## src/rtl/gemm_result_writer_pkg.sv

```systemverilog
// ============================================================================
// Module  : gemm_result_writer_pkg
// Brief   : Shared GEMM result-path constants and the accumulator row type.
// Revision: 1.0 - initial release
// ============================================================================
`default_nettype none

package gemm_result_writer_pkg;

    localparam int GEMM_LANES = 4;
    localparam int GEMM_ACC_W = 32;

    typedef logic [GEMM_LANES-1:0][GEMM_ACC_W-1:0] acc_row_t;

endpackage

`default_nettype wire

```

## src/rtl/gemm_result_writer.sv

```systemverilog
// ============================================================================
// Module  : gemm_result_writer
// Brief   : Drains accumulator result rows and stores each lane as one word.
// Revision: 1.0 - initial release
// ============================================================================
`default_nettype none

module gemm_result_writer
    import gemm_result_writer_pkg::*;
#(
    parameter int LANES  = GEMM_LANES,
    parameter int DWIDTH = GEMM_ACC_W,
    parameter int AWIDTH = 32,
    parameter int CNT_W  = 16
) (
    input  logic                    clk,
    input  logic                    rst,
    input  logic                    start,
    input  logic [AWIDTH-1:0]       base_addr,
    input  logic [AWIDTH-1:0]       row_stride,
    input  logic [CNT_W-1:0]        num_rows,
    output logic                    busy,
    output logic                    done,
    output logic                    buf_rd_en,
    input  logic                    buf_empty,
    input  logic [LANES*DWIDTH-1:0] buf_data,
    output logic                    mem_req,
    output logic [AWIDTH-1:0]       mem_addr,
    output logic [DWIDTH-1:0]       mem_wdata,
    input  logic                    mem_ack
);

    localparam int                  c_lane_w    = (LANES > 1) ? $clog2(LANES) : 1;
    localparam logic [c_lane_w-1:0] c_last_lane = c_lane_w'(LANES - 1);
    localparam logic [c_lane_w-1:0] c_lane_one  = c_lane_w'(1);

    typedef enum logic [2:0] {
        S_IDLE = 3'd0,
        S_POP  = 3'd1,
        S_CAP  = 3'd2,
        S_WR   = 3'd3,
        S_FIN  = 3'd4
    } state_t;

    state_t                         r_state;
    logic [AWIDTH-1:0]              r_row_addr;
    logic [AWIDTH-1:0]              r_stride;
    logic [CNT_W-1:0]               r_rows_left;
    logic [c_lane_w-1:0]            r_lane;
    logic [LANES-1:0][DWIDTH-1:0]   r_row;

    logic [c_lane_w-1:0]            w_lane_nxt;
    logic [AWIDTH-1:0]              w_word_addr;

    assign w_lane_nxt  = r_lane + c_lane_one;
    assign w_word_addr = r_row_addr + (AWIDTH'(w_lane_nxt) << 2);

    // Pop is qualified by buf_empty combinationally so an empty pop is impossible
    // and the popped data lands exactly in the CAP cycle.
    assign buf_rd_en = (r_state == S_POP) && !buf_empty;

    always_ff @(posedge clk or posedge rst) begin
        if (rst) begin
            r_state     <= S_IDLE;
            r_row_addr  <= '0;
            r_stride    <= '0;
            r_rows_left <= '0;
            r_lane      <= '0;
            r_row       <= '0;
            busy        <= 1'b0;
            done        <= 1'b0;
            mem_req     <= 1'b0;
            mem_addr    <= '0;
            mem_wdata   <= '0;
        end else begin
            done <= 1'b0;
            case (r_state)
                S_IDLE: begin
                    if (start) begin
                        r_row_addr  <= base_addr;
                        r_stride    <= row_stride;
                        r_rows_left <= num_rows;
                        busy        <= 1'b1;
                        r_state     <= (num_rows == '0) ? S_FIN : S_POP;
                    end
                end
                S_POP: begin
                    if (!buf_empty) begin
                        r_state <= S_CAP;
                    end
                end
                S_CAP: begin
                    r_row     <= buf_data;
                    r_lane    <= '0;
                    mem_req   <= 1'b1;
                    mem_addr  <= r_row_addr;
                    mem_wdata <= buf_data[DWIDTH-1:0];
                    r_state   <= S_WR;
                end
                S_WR: begin
                    if (mem_ack) begin
                        if (r_lane == c_last_lane) begin
                            mem_req     <= 1'b0;
                            r_row_addr  <= r_row_addr + r_stride;
                            r_rows_left <= r_rows_left - CNT_W'(1);
                            r_state     <= (r_rows_left == CNT_W'(1)) ? S_FIN : S_POP;
                        end else begin
                            r_lane    <= w_lane_nxt;
                            mem_addr  <= w_word_addr;
                            mem_wdata <= r_row[w_lane_nxt];
                        end
                    end
                end
                S_FIN: begin
                    done    <= 1'b1;
                    busy    <= 1'b0;
                    r_state <= S_IDLE;
                end
                default: r_state <= S_IDLE;
            endcase
        end
    end

endmodule

`default_nettype wire
```

## config.mk

```make
export PLATFORM = sky130hd
export DESIGN_NAME = gemm_result_writer
export DESIGN_NICKNAME = d
export VERILOG_FILES = /design/src/rtl/gemm_result_writer_pkg.sv /design/src/rtl/gemm_result_writer.sv
export SDC_FILE = /design/constraint.sdc
export NUM_CORES = 1
export LEC_CHECK = 0
export CORE_ASPECT_RATIO = 1.1
export CORE_UTILIZATION = 49
export CTS_CLUSTER_SIZE = 25
export DETAILED_ROUTE_END_ITERATION = 8
export GPL_ROUTABILITY_DRIVEN = 0
export HOLD_SLACK_MARGIN = 0.02
export PLACE_DENSITY = 0.82
export SLEW_MARGIN = 20
export SYNTH_ARGS = -nofsm -noshare
export SYNTH_HDL_FRONTEND = slang
export SYNTH_SLANG_ARGS = --single-unit
```

## constraint.sdc

```tcl
create_clock -name clk -period 28.6 [get_ports clk]
set_clock_uncertainty 0.1 [all_clocks]
set_input_delay 5.72 -clock clk [delete_from_list [all_inputs] [get_ports clk]]
set_output_delay 5.72 -clock clk [all_outputs]
set_load 0.01 [all_outputs]
```

# ---- After elaboration in Yosys (flattened, before gate mapping)
# Cells that the tools add are included.
dict set report classes {
  addsub 4
  magnitude_cmp 1
  n_eq_ne 11
  muxes 32
  reduce_logical 13
}
# operator n
set op_table {}
lappend op_table {{$mux 32} 8}
lappend op_table {{$pmux 32 s2} 3}
lappend op_table {{$bmux 32 s2} 1}
lappend op_table {{$mux 16} 3}
lappend op_table {{$add 32x32->32} 1}
lappend op_table {{$add 32x4->32} 1}
lappend op_table {{$pmux 16 s2} 1}
lappend op_table {{$mux 3} 6}
lappend op_table {{$eq 16x1->1 const B} 1}
lappend op_table {{$logic_not 16->1} 1}
lappend op_table {{$sub 16x1->16 const B} 1}
lappend op_table {{$pmux 3 s4} 1}
lappend op_table {{$ne 2x2->1 const B} 5}
lappend op_table {{$reduce_and 4->1} 2}
lappend op_table {{$eq 3x2->1 const B} 2}
lappend op_table {{$reduce_and 3->1} 2}
lappend op_table {{$reduce_bool 2->1} 3}
lappend op_table {{$mux 1} 4}
lappend op_table {{$mux 2} 2}
lappend op_table {{$pmux 1 s2} 2}
lappend op_table {{$pmux 2 s2} 1}
lappend op_table {{$reduce_and 2->1} 2}
lappend op_table {{$eq 3x1->1 const B} 1}
lappend op_table {{$eq 3x3->1 const B} 1}
lappend op_table {{other kinds (6)} 6}
dict set report word_totals {
  reg_bits 280
  out_inout_bits 68
}

# ---- Logic depth before layout (Yosys ltp)
# Gate-level depths: netlist (run 1).
dict set report depth {
  ltp_word 6
  mapped_depth 14
  ltp_nobuf 12
}

# ---- Worst setup path after synthesis (run 1)
# OpenSTA, ideal clock, no wires.
dict set report synth_path {
  kind {input-to-output}
  start {in buf_empty}
  end {out buf_rd_en}
  arrival_time_ps 6338
  path_slack_ps 16442
  cell_stages 2
  cell_sequence {or3b_2 nor2_1}
}
dict set report synth_via {
  elab_chain_len 2
}
# item line_no
set synth_lines {}
lappend synth_lines {{start: declaration} gemm_result_writer.sv:25} ;# input logic buf_empty,
lappend synth_lines {{$logic_not 1->1} -}
lappend synth_lines {{$logic_and 1x1->1} gemm_result_writer.sv:60} ;# assign buf_rd_en = (r_state == S_POP) && !buf_empty;
lappend synth_lines {{end: declaration} gemm_result_writer.sv:24} ;# output logic buf_rd_en,
# No other way between the ends.

# ---- Worst setup path in the final report (run 1)
# Same ends and word-level chain as after synthesis.

==> results of run 1 <==
metal layers:
metal / track usage [%] / routed length [um] / vias up
met5: 0 / 12 / -
met4: 8.74 / 1170 / 2
met1: 32.3 / 14900 / 5454
li1: - / - / 5147
met2: 44.8 / 18900 / 387
met3: 7.15 / 3120 / 80
layout by cell type (no fill, tap or decap), types with 23 or more instances in the layout:
cell | synthesis | routed
ha_1 | 36 | 35
mux2_2 | 162 | 162
o21ai_0 | 54 | 54
xnor2_1 | 28 | 28
nor2_1 | 122 | 120
nand3_1 | 23 | 23
nand2_1 | 155 | 154
clkbuf_16 | 0 | 29
xor2_1 | 27 | 27
a21oi_1 | 107 | 105
dfrtp_1 | 280 | 279
clkdlybuf4s50_1 | 0 | 280
a31oi_1 | 43 | 43
mux4_2 | 32 | 32
worst min-delay path by stage:
stage / from / endpoint / slack [ns] / cells past startpoint
floorplan: r_rows_left[15] / r_rows_left[15] / 0.35 / 2
finish: r_rows_left[15] / r_rows_left[15] / 0.40 / 2
detailed placement: r_rows_left[15] / r_rows_left[15] / 0.38 / 2
CTS: r_rows_left[15] / r_rows_left[15] / 0.39 / 2
global placement: r_rows_left[15] / r_rows_left[15] / 0.38 / 2
global route: r_row[118] / r_row[118] / 0.42 / 1
power breakdown:
group          internal, mW  switching [mW]
Clock                 0.231           0.162
Combinational         0.528           0.542
Sequential            0.593           0.142
area by class of cell:
cell class | instances | share of cell area [%]
clock inverters | 17 | 0.987
repair buffers | 292 | 15.9
flip-flops and latches | 280 | 38.4
well taps | 363 | 2.49
inverters | 17 | 0.391
multi-input cells | 929 | 37.3
diodes | 1 | 0.0137
clock buffers | 36 | 4.51
worst register-to-register path, delay by kind of cell, from the launching register on:
| kind | cells | cell delay (ns) |
|---|---|---|
| AOI/OAI and AO/OA | 1 | 0.09 |
| and+or+nand+nor | 7 | 1.69 |
| DFF | 1 | 0.34 |
| adders and majority gates | 2 | 1.38 |
| xor gates and xnor gates | 1 | 0.17 |
| buffers and inverters | 1 | 0.57 |
per-stage QoR:
stage	cell area, sq um	util, %	worst slack (ns)
finish	18200	65.1	15.49
CTS	18200	65.1	15.48
global route	18200	65.1	15.42
global placement	17200	61.5	15.53
detailed placement	17200	61.5	15.50
floorplan	14100	-	15.06
state kept, by name (all words and copies together), names as in the netlist, 2 cells and up:
name and count:
r_lane 2, r_row_addr 32, r_state 3, r_stride 32
r_rows_left 16, r_row 128, mem_wdata 32, mem_addr 32
cell families after synthesis:
group / synth area share, %
buffers and inverters: 2.48
adders and majority gates: 3.47
AOI/OAI and AO/OA: 11.2
and+or+nand+nor: 11.7
xor gates and xnor gates: 3.41
DFF: 49.6
muxes: 18.1
==> metrics.md, run 1 <==
| Metric | Value |
|---|---|
| CTS sink cnt | 280 |
| Synthesized flop and latch total | 280 |
| Vias | 11070 |
| GR Util All Layers | 26.4% |
| Slowest CP cell | clkdlybuf4s50_1 |
| R2R cell count | 12 |
| Core Area | 28000 sq um |
| RSZ-0062 raised after global routing | no |
| Fraction of layout instances using a drive strength above 1 | 18.0% |
| Initial drt markers | 679 |
| Critical path data required time | 22.78 ns |
| Synth warnings | 0 |
| Post-route ant nets | 0 |
| Most numerous cell on the critical path | clkdlybuf4s50_1 |
| CP peak stage delay | 0.55 ns |
| Cell family with most CP delay | buffers and inverters |
| F_max | 76.3 MHz |
| Top post-synthesis cells by count | 280 x dfrtp_1, 162 x mux2_2, 155 x nand2_1 |
| Nets | 1800 |
| WP data arrival | 7.29 ns |
| WS Path Type | primary input to output pin |
| Fin Setup TNS | 0 ns |
| Worst-Margin Slew | 1.03 ns |
| Net Count, Synth | 1552 |
| Worst-Skew Late Latency | 0.55 ns |
| Most used DFF post-synth | dfrtp_1 |
| VDD IR-drop max | 0.0672 mV |
| Setup Viol. Count Final | 0 |
| Critical Path, Cell by Cell | clkdlybuf4s50_1 > or3b_2 > nor2_1 > clkdlybuf4s50_1 |
| Final hold slack | 0.400 ns |
| Resized Gates After CTS | 0 |
| CTS tree | built |
| Drt wl/cell | 19.7 um |
| Port Buffers | 280 |
| Worst-path clk slew | 0.06 ns |
| Die Wd | 164 um |
| Crit path buffers/inverters | 2 |
| End of the worst register-to-register path | mem_addr[30] |
| Filler Cell Count | 2184 |
| Post-DP HPWL | 25900 um |
| CP Launch Type | primary input |
| LEAKAGE | 7.62 nW |
| Hold/Removal Path Class | register to register |
| Status | finished, final reports clean |
| Total gr overflow | 0 |
| First-pass GRT wire length | 61500 um |
| Vias in the first global route | 11766 |
| Final Hold Viols | 0 |
| Min Tclk post-route | 13.11 ns |
| Total CTS buffers | 29 |
| H-Tree Depth | 1 |
| Row Count | 64 |
| Post-synthesis async set-or-reset flop share | 100% |
| Top cells by area, synth | dfrtp_1 50%, mux2_2 13%, mux4_2 5.1% |
| Nature of the critical path endpoint | output pin |
| Register Area | 7010 sq um |
| Reg-to-reg slack, setup | 24.13 ns |
| Initial antenna violation count | 2 |
| 1st-pass router iterations | 5 |
| DRT Wirelength | 38200 um |
| Reg-to-Reg Start | r_lane[0] |
| Fin crit share | 45.8% |
| Num ports | 281 |
| Final Total Pwr | 2.20 mW |
| # Max-Cap Violations | 0 |
| CTS root buf | clkbuf_16 |
| Placed insts | 1881 |
| Crit path launch | buf_empty |
| Clock Path Buffers | 3 |
| Hold buffers post-CTS | 0 |
| Crit path max fanout | 2 |
| Slew margin rel. | 31.0% |
| Area leader, netlist | dfrtp_1 |
| Register area share after synthesis | 49.6% |
| Area grow syn2layout | 29.3% |
| Vias per cell | 5.72 |
| Post-Syn Area | 14100 sq um |
| CP endpoint | buf_rd_en |
| Post-CTS Setup Bufs | 0 |
| Syn_area_per_cell | 10.8 sq um |
| Residual DRC | 0 |
| Maximum number of pins on one net before global-route repair | 176 |
| Most frequent cell after synthesis | dfrtp_1 |
| Starting Density | 50.4% |
| Number of synthesized flops with an enable pin | 0 |
| Die footprint | 29500 sq um |
| Area of the multi-input gates | 6800 sq um |
| Final std cells w/o fill | 1935 |
| PwrDens | 120 nW/um^2 |
| Crit path depth | 4 |
| Slew Viols, Final | 0 |
| Post-synthesis cell count | 1301 |
| Top-area cell type share of the netlist area | 49.6% |
| Yosys cell types | 60 |
| Die height | 180 um |
Note: power is estimated with default switching activity, not from simulation.
==> inputs of run 2 (changes only) <==
--- a/config.mk
+++ b/config.mk
@@ -6,12 +6,12 @@
 export NUM_CORES = 1
 export LEC_CHECK = 0
 export CORE_ASPECT_RATIO = 1.1
-export CORE_UTILIZATION = 49
+export CORE_UTILIZATION = 47
 export CTS_CLUSTER_SIZE = 25
 export DETAILED_ROUTE_END_ITERATION = 8
 export GPL_ROUTABILITY_DRIVEN = 0
 export HOLD_SLACK_MARGIN = 0.02
-export PLACE_DENSITY = 0.82
+export PLACE_DENSITY = 0.83
 export SLEW_MARGIN = 20
 export SYNTH_ARGS = -nofsm -noshare
 export SYNTH_HDL_FRONTEND = slang
==> constraint.sdc (replaced) <==
create_clock -name clk -period 11.5 [get_ports clk]
set_clock_uncertainty 0.1 [all_clocks]
set_input_delay 2.3 -clock clk [delete_from_list [all_inputs] [get_ports clk]]
set_output_delay 2.3 -clock clk [all_outputs]
set_load 0.01 [all_outputs]
==> run 2 against run 1 <==
Largest power group unchanged. Via count down 0.66%. Hold slack lost 0.020 ns. Global-route usage shrank 2.1 points. Die area increased by 4.2%. Critical endpoint unchanged. Setup slack got worse by 10 ns. Clock power rose to 2.7 times the previous value. Flip-flop and latch count is the same.
==> metrics.md, run 2 (synthesis gave the netlist of run 1 again) <==
| Metric | Value |
|---|---|
| Clock Path Buffers | 3 |
| Die height | 184 um |
| Slowest CP cell | clkdlybuf4s50_1 |
| Residual DRC | 0 |
| Final Total Pwr | 5.55 mW |
| RSZ-0062 raised after global routing | no |
| VDD IR-drop max | 0.168 mV |
| GR Util All Layers | 24.3% |
| Critical Path, Cell by Cell | clkdlybuf4s50_1 > or3b_2 > nor2_1 > clkdlybuf4s50_1 |
| Commonest non-fill, non-tap cell in the layout | clkdlybuf4s50_1 |
| Status | finished, final reports clean |
| Row Count | 66 |
| Vias | 10997 |
| CP peak stage delay | 0.54 ns |
| Total CTS buffers | 31 |
| Crit path buffers/inverters | 2 |
| Initial antenna violation count | 0 |
| Crit path max fanout | 2 |
| Post-DP HPWL | 24900 um |
| H-Tree Depth | 1 |
| Hold buffers post-CTS | 0 |
| 1st-pass router iterations | 5 |
| Placed insts | 1890 |
| F_max | 161 MHz |
| DRT Wirelength | 37100 um |
| Die footprint | 30700 sq um |
| N_diodes | 0 |
| Post-route ant nets | 0 |
| Fraction of layout instances using a drive strength above 1 | 18.1% |
| Critical path data required time | 9.10 ns |
| LEAKAGE | 7.68 nW |
| CTS sink cnt | 280 |
| Die Wd | 167 um |
| Area grow syn2layout | 30.0% |
| Post-CTS Setup Bufs | 0 |
| Layer with the highest usage | met2 |
| Filler Cell Count | 2287 |
| Vias per cell | 5.65 |
| Nature of the critical path endpoint | output pin |
| Most numerous cell on the critical path | clkdlybuf4s50_1 |
| Num ports | 281 |
| CTS root buf | clkbuf_16 |
| Grt met2 use | 43.4% |
| Core Area | 29600 sq um |
| Setup Viol. Count Final | 0 |
| M1 GR Usage | 28.9% |
| Starting Density | 47.7% |
| CP Launch Type | primary input |
| Max reg flops | 128 |
| Hold/Removal Path Class | register to register |
| Met3 Use GR | 6.39% |
| Resized Gates After CTS | 0 |
| Slew margin rel. | 27.6% |
| WP data arrival | 3.82 ns |
| Final std cells w/o fill | 1947 |
| Cell family with most CP delay | buffers and inverters |
| Maximum number of pins on one net before global-route repair | 139 |
| Min Tclk post-route | 6.22 ns |
| Fin crit share | 54.1% |
| Hold path start | r_rows_left[15] |
| Crit path launch | buf_empty |
| Reg-to-Reg Start | r_lane[0] |
| Initial drt markers | 725 |
| Worst-Margin Slew | 1.09 ns |
| First-pass GRT wire length | 59600 um |
| Commonest non-fill, non-tap cells in the layout | 280 x clkdlybuf4s50_1, 279 x dfrtp_1, 162 x mux2_2 |
| Worst-path clk slew | 0.06 ns |
| Total gr overflow | 0 |
| Drt wl/cell | 19.1 um |
| Fin Setup TNS | 0 ns |
| Port Buffers | 280 |
| PwrDens | 302 nW/um^2 |
| Register with the most flip-flops | r_row |
| WS Path Type | primary input to output pin |
| # Max-Cap Violations | 0 |
| Final Hold Viols | 0 |
| Layout Utilization | 62.1% |
| Worst-Skew Late Latency | 0.55 ns |
| Vias in the first global route | 11438 |
| Nets | 1800 |
| CTS tree | built |
| Slew Viols, Final | 0 |
## run 2: power by group
| part | switching, mW | internal, mW | leakage, nW |
|---|---|---|---|
| clock | 0.410 | 0.664 | 0.555 |
| sequential | 0.356 | 1.48 | 3.36 |
| combinational | 1.33 | 1.31 | 3.77 |
| total | 2.10 | 3.45 | 7.68 |
## run 2: metal layers
layer,wire (um),vias up
met5,0,-
li1,-,5148
met4,776,0
met2,18700,384
met1,14800,5401
met3,2910,64
## run 2: worst reg2reg max path: stages, from the launching register on
cell	delay, ns
dfrtp_2	0.34
buf_4	0.56
ha_2	1.08
fa_1	0.31
and4b_1	0.28
and3_1	0.25
and2_1	0.22
nand2_1	0.11
nor2_1	0.20
nand4_1	0.34
nor3_1	0.33
xnor2_1	0.16
a21oi_1	0.09
## run 2: worst paths after layout
path                                   end  depth (start not counted)  slack, ns
min reg2reg                r_rows_left[15]                          2       0.38
max                              buf_rd_en                          4       5.28
min in group asynchronous  r_rows_left[10]                          2       2.26
max in group asynchronous     mem_wdata[1]                          3       7.58
min                        r_rows_left[15]                          2       0.38
max reg2reg                   mem_addr[30]                         12       6.96
## run 2: metrics by stage
stage	setup slack [ns]	hold slack, ns	instance area (sq um)
floorplan	1.38	0.350	14100
global placement	5.27	0.369	17200
detailed placement	5.28	0.374	17200
CTS	5.27	0.387	18300
global route	5.21	0.396	18400
finish	5.28	0.380	18400
## run 2: area by class of cell
type / count / area (sq um) / share of cell area (%)
sequential: 280 / 7010 / 38.2
multi-input combinational: 929 / 6810 / 37.1
timing repair buffer: 290 / 2880 / 15.7
clock buffer: 38 / 862 / 4.70
tap: 374 / 468 / 2.55
clock inverter: 19 / 254 / 1.38
inverter: 17 / 71.3 / 0.389
==> RTL change (config.mk and constraints of run 1) <==
Make the reset (`rst`) synchronous in one clocked block.
--- a/src/rtl/gemm_result_writer.sv
+++ b/src/rtl/gemm_result_writer.sv
@@ -59,7 +59,7 @@
     // and the popped data lands exactly in the CAP cycle.
     assign buf_rd_en = (r_state == S_POP) && !buf_empty;
 
-    always_ff @(posedge clk or posedge rst) begin
+    always_ff @(posedge clk) begin
         if (rst) begin
             r_state     <= S_IDLE;
             r_row_addr  <= '0;
Function: differs if rst is asserted again (counterexample within 4 cycles, from zero or initial values and one cycle with rst high); with rst held inactive, the same outputs for 4 cycles.
==> RTL change against run 1 <==
Global-route usage grew 0.71 points; synthesized cell count grew 30%; utilization shrank 0.91 points; area after synthesis shrank 3.5%; setup slack gained 0.33 ns; design area shrank 4.6%; critical endpoint unchanged; worst hold slack lost 0.048 ns; routed wire length grew 1.6%; die area shrank 3.5%; cell count grew 17%; sequential cell count is the same; via count grew 16%; non-clock buffer count grew 2.
Power is not compared: it rests on default switching activity, and its combinational part moved more than twofold at a synthesized area within 25%.
==> RTL change: results <==
export IMPL_num_nonclk_buffers=294
export IMPL_min_period_over_period_pct=44.68
export IMPL_synthTopCellsByArea="dfxtp_1 (41%), nand2_1 (13%), a21oi_1 (8.2%)"
export IMPL_buf_share_pct=16.73
export IMPL_clkbuf_count=42
export IMPL_async_reset_ff_share_pct=0
export IMPL_highest_layer="met4"
export IMPL_grt_max_degree=101
export IMPL_ys_top_cells_by_count="nand2_1 (472), dfxtp_1 (280), a21oi_1 (222)"
export IMPL_grtUsageMet3_pct=6.139
export IMPL_reg2regPathDepth=10
export IMPL_wl_per_cell_um=17.10
export IMPL_area_share_clock_buf_inv_pct=5.276
export IMPL_syn_num_nets=1946
export IMPL_fin_nets=2143
export IMPL_r2r_end="mem_addr[26]$_SDFFE_PP0P_"
export IMPL_syn_inst=1695
export IMPL_met2_length_um=19150
export IMPL_multi_input_area_share_pct=42.96
export IMPL_synth_flop_cell="dfxtp_1"
export IMPL_reg2reg_slack_ns=25.36
export IMPL_vias_per_cell=5.676
export IMPL_rr_startpoint="r_lane[0]$_SDFFE_PP0P_"
export IMPL_gr_usage_all_layers_pct=27.12
export IMPL_diodes=0
export IMPL_placedCellCount=2218
export IMPL_final_layout_size_suffix_gt1_share_pct=6.803
export IMPL_place_hpwl_um=25830
export IMPL_wl_met3_um=3007
export IMPL_status="completed"
## RTL change: changes by cell type after synthesis, moves of 15 or more
cell      before  now
a211oi_1       2   29
a21oi_1      107  222
a311oi_1       0   53
a31oi_1       43    9
clkbuf_1      63  106
dfrtp_1      280    0
dfxtp_1        0  280
mux2_2       162    0
nand2_1      155  472
nor2_1       122  137
## RTL change: per-stage QoR
stage / hold WS [ns] / utilization (%) / area [um2]
6_report: 0.3522 / 64.19 / 17410
5_1_grt: 0.3702 / 64.19 / 17410
4_1_cts: 0.3520 / 64.19 / 17410
3_5_place_dp: 0.3435 / 60.80 / 16490
3_3_place_gp: 0.3394 / 60.80 / 16490
2_1_floorplan: 0.3331 / - / 13620
## RTL change: worst min-delay path by stage
stage,startpoint,to,cells after the start
finish,r_row[72]$_SDFFE_PP0P_,r_row[72]$_SDFFE_PP0P_,2
global route,r_row[26]$_SDFFE_PP0P_,r_row[26]$_SDFFE_PP0P_,2
CTS,r_row[71]$_SDFFE_PP0P_,r_row[71]$_SDFFE_PP0P_,2
detailed placement,r_row[116]$_SDFFE_PP0P_,r_row[116]$_SDFFE_PP0P_,2
global placement,r_row[61]$_SDFFE_PP0P_,r_row[61]$_SDFFE_PP0P_,2
floorplan,r_row[100]$_SDFFE_PP0P_,r_row[100]$_SDFFE_PP0P_,2
## RTL change: where the power goes
group	switching (W)	leakage [nW]	internal (W)	total [W]
sequential	0.0000186	2.28	0.000414	0.000433
combinational	0.0000842	3.41	0.0000771	0.000161
clock	0.000157	0.449	0.000212	0.000369
## RTL change: cell families (layout without fill, tap and decap cells)
group	count (synthesis)	count (layout)	synth area share (%)
mux	35	35	5.514
simple gates	719	719	22.07
flops	280	280	41.17
buf+inv	140	356	4.310
xor+xnor	45	45	2.895
compound gates	438	438	20.44
fa+ha+maj	38	38	3.602
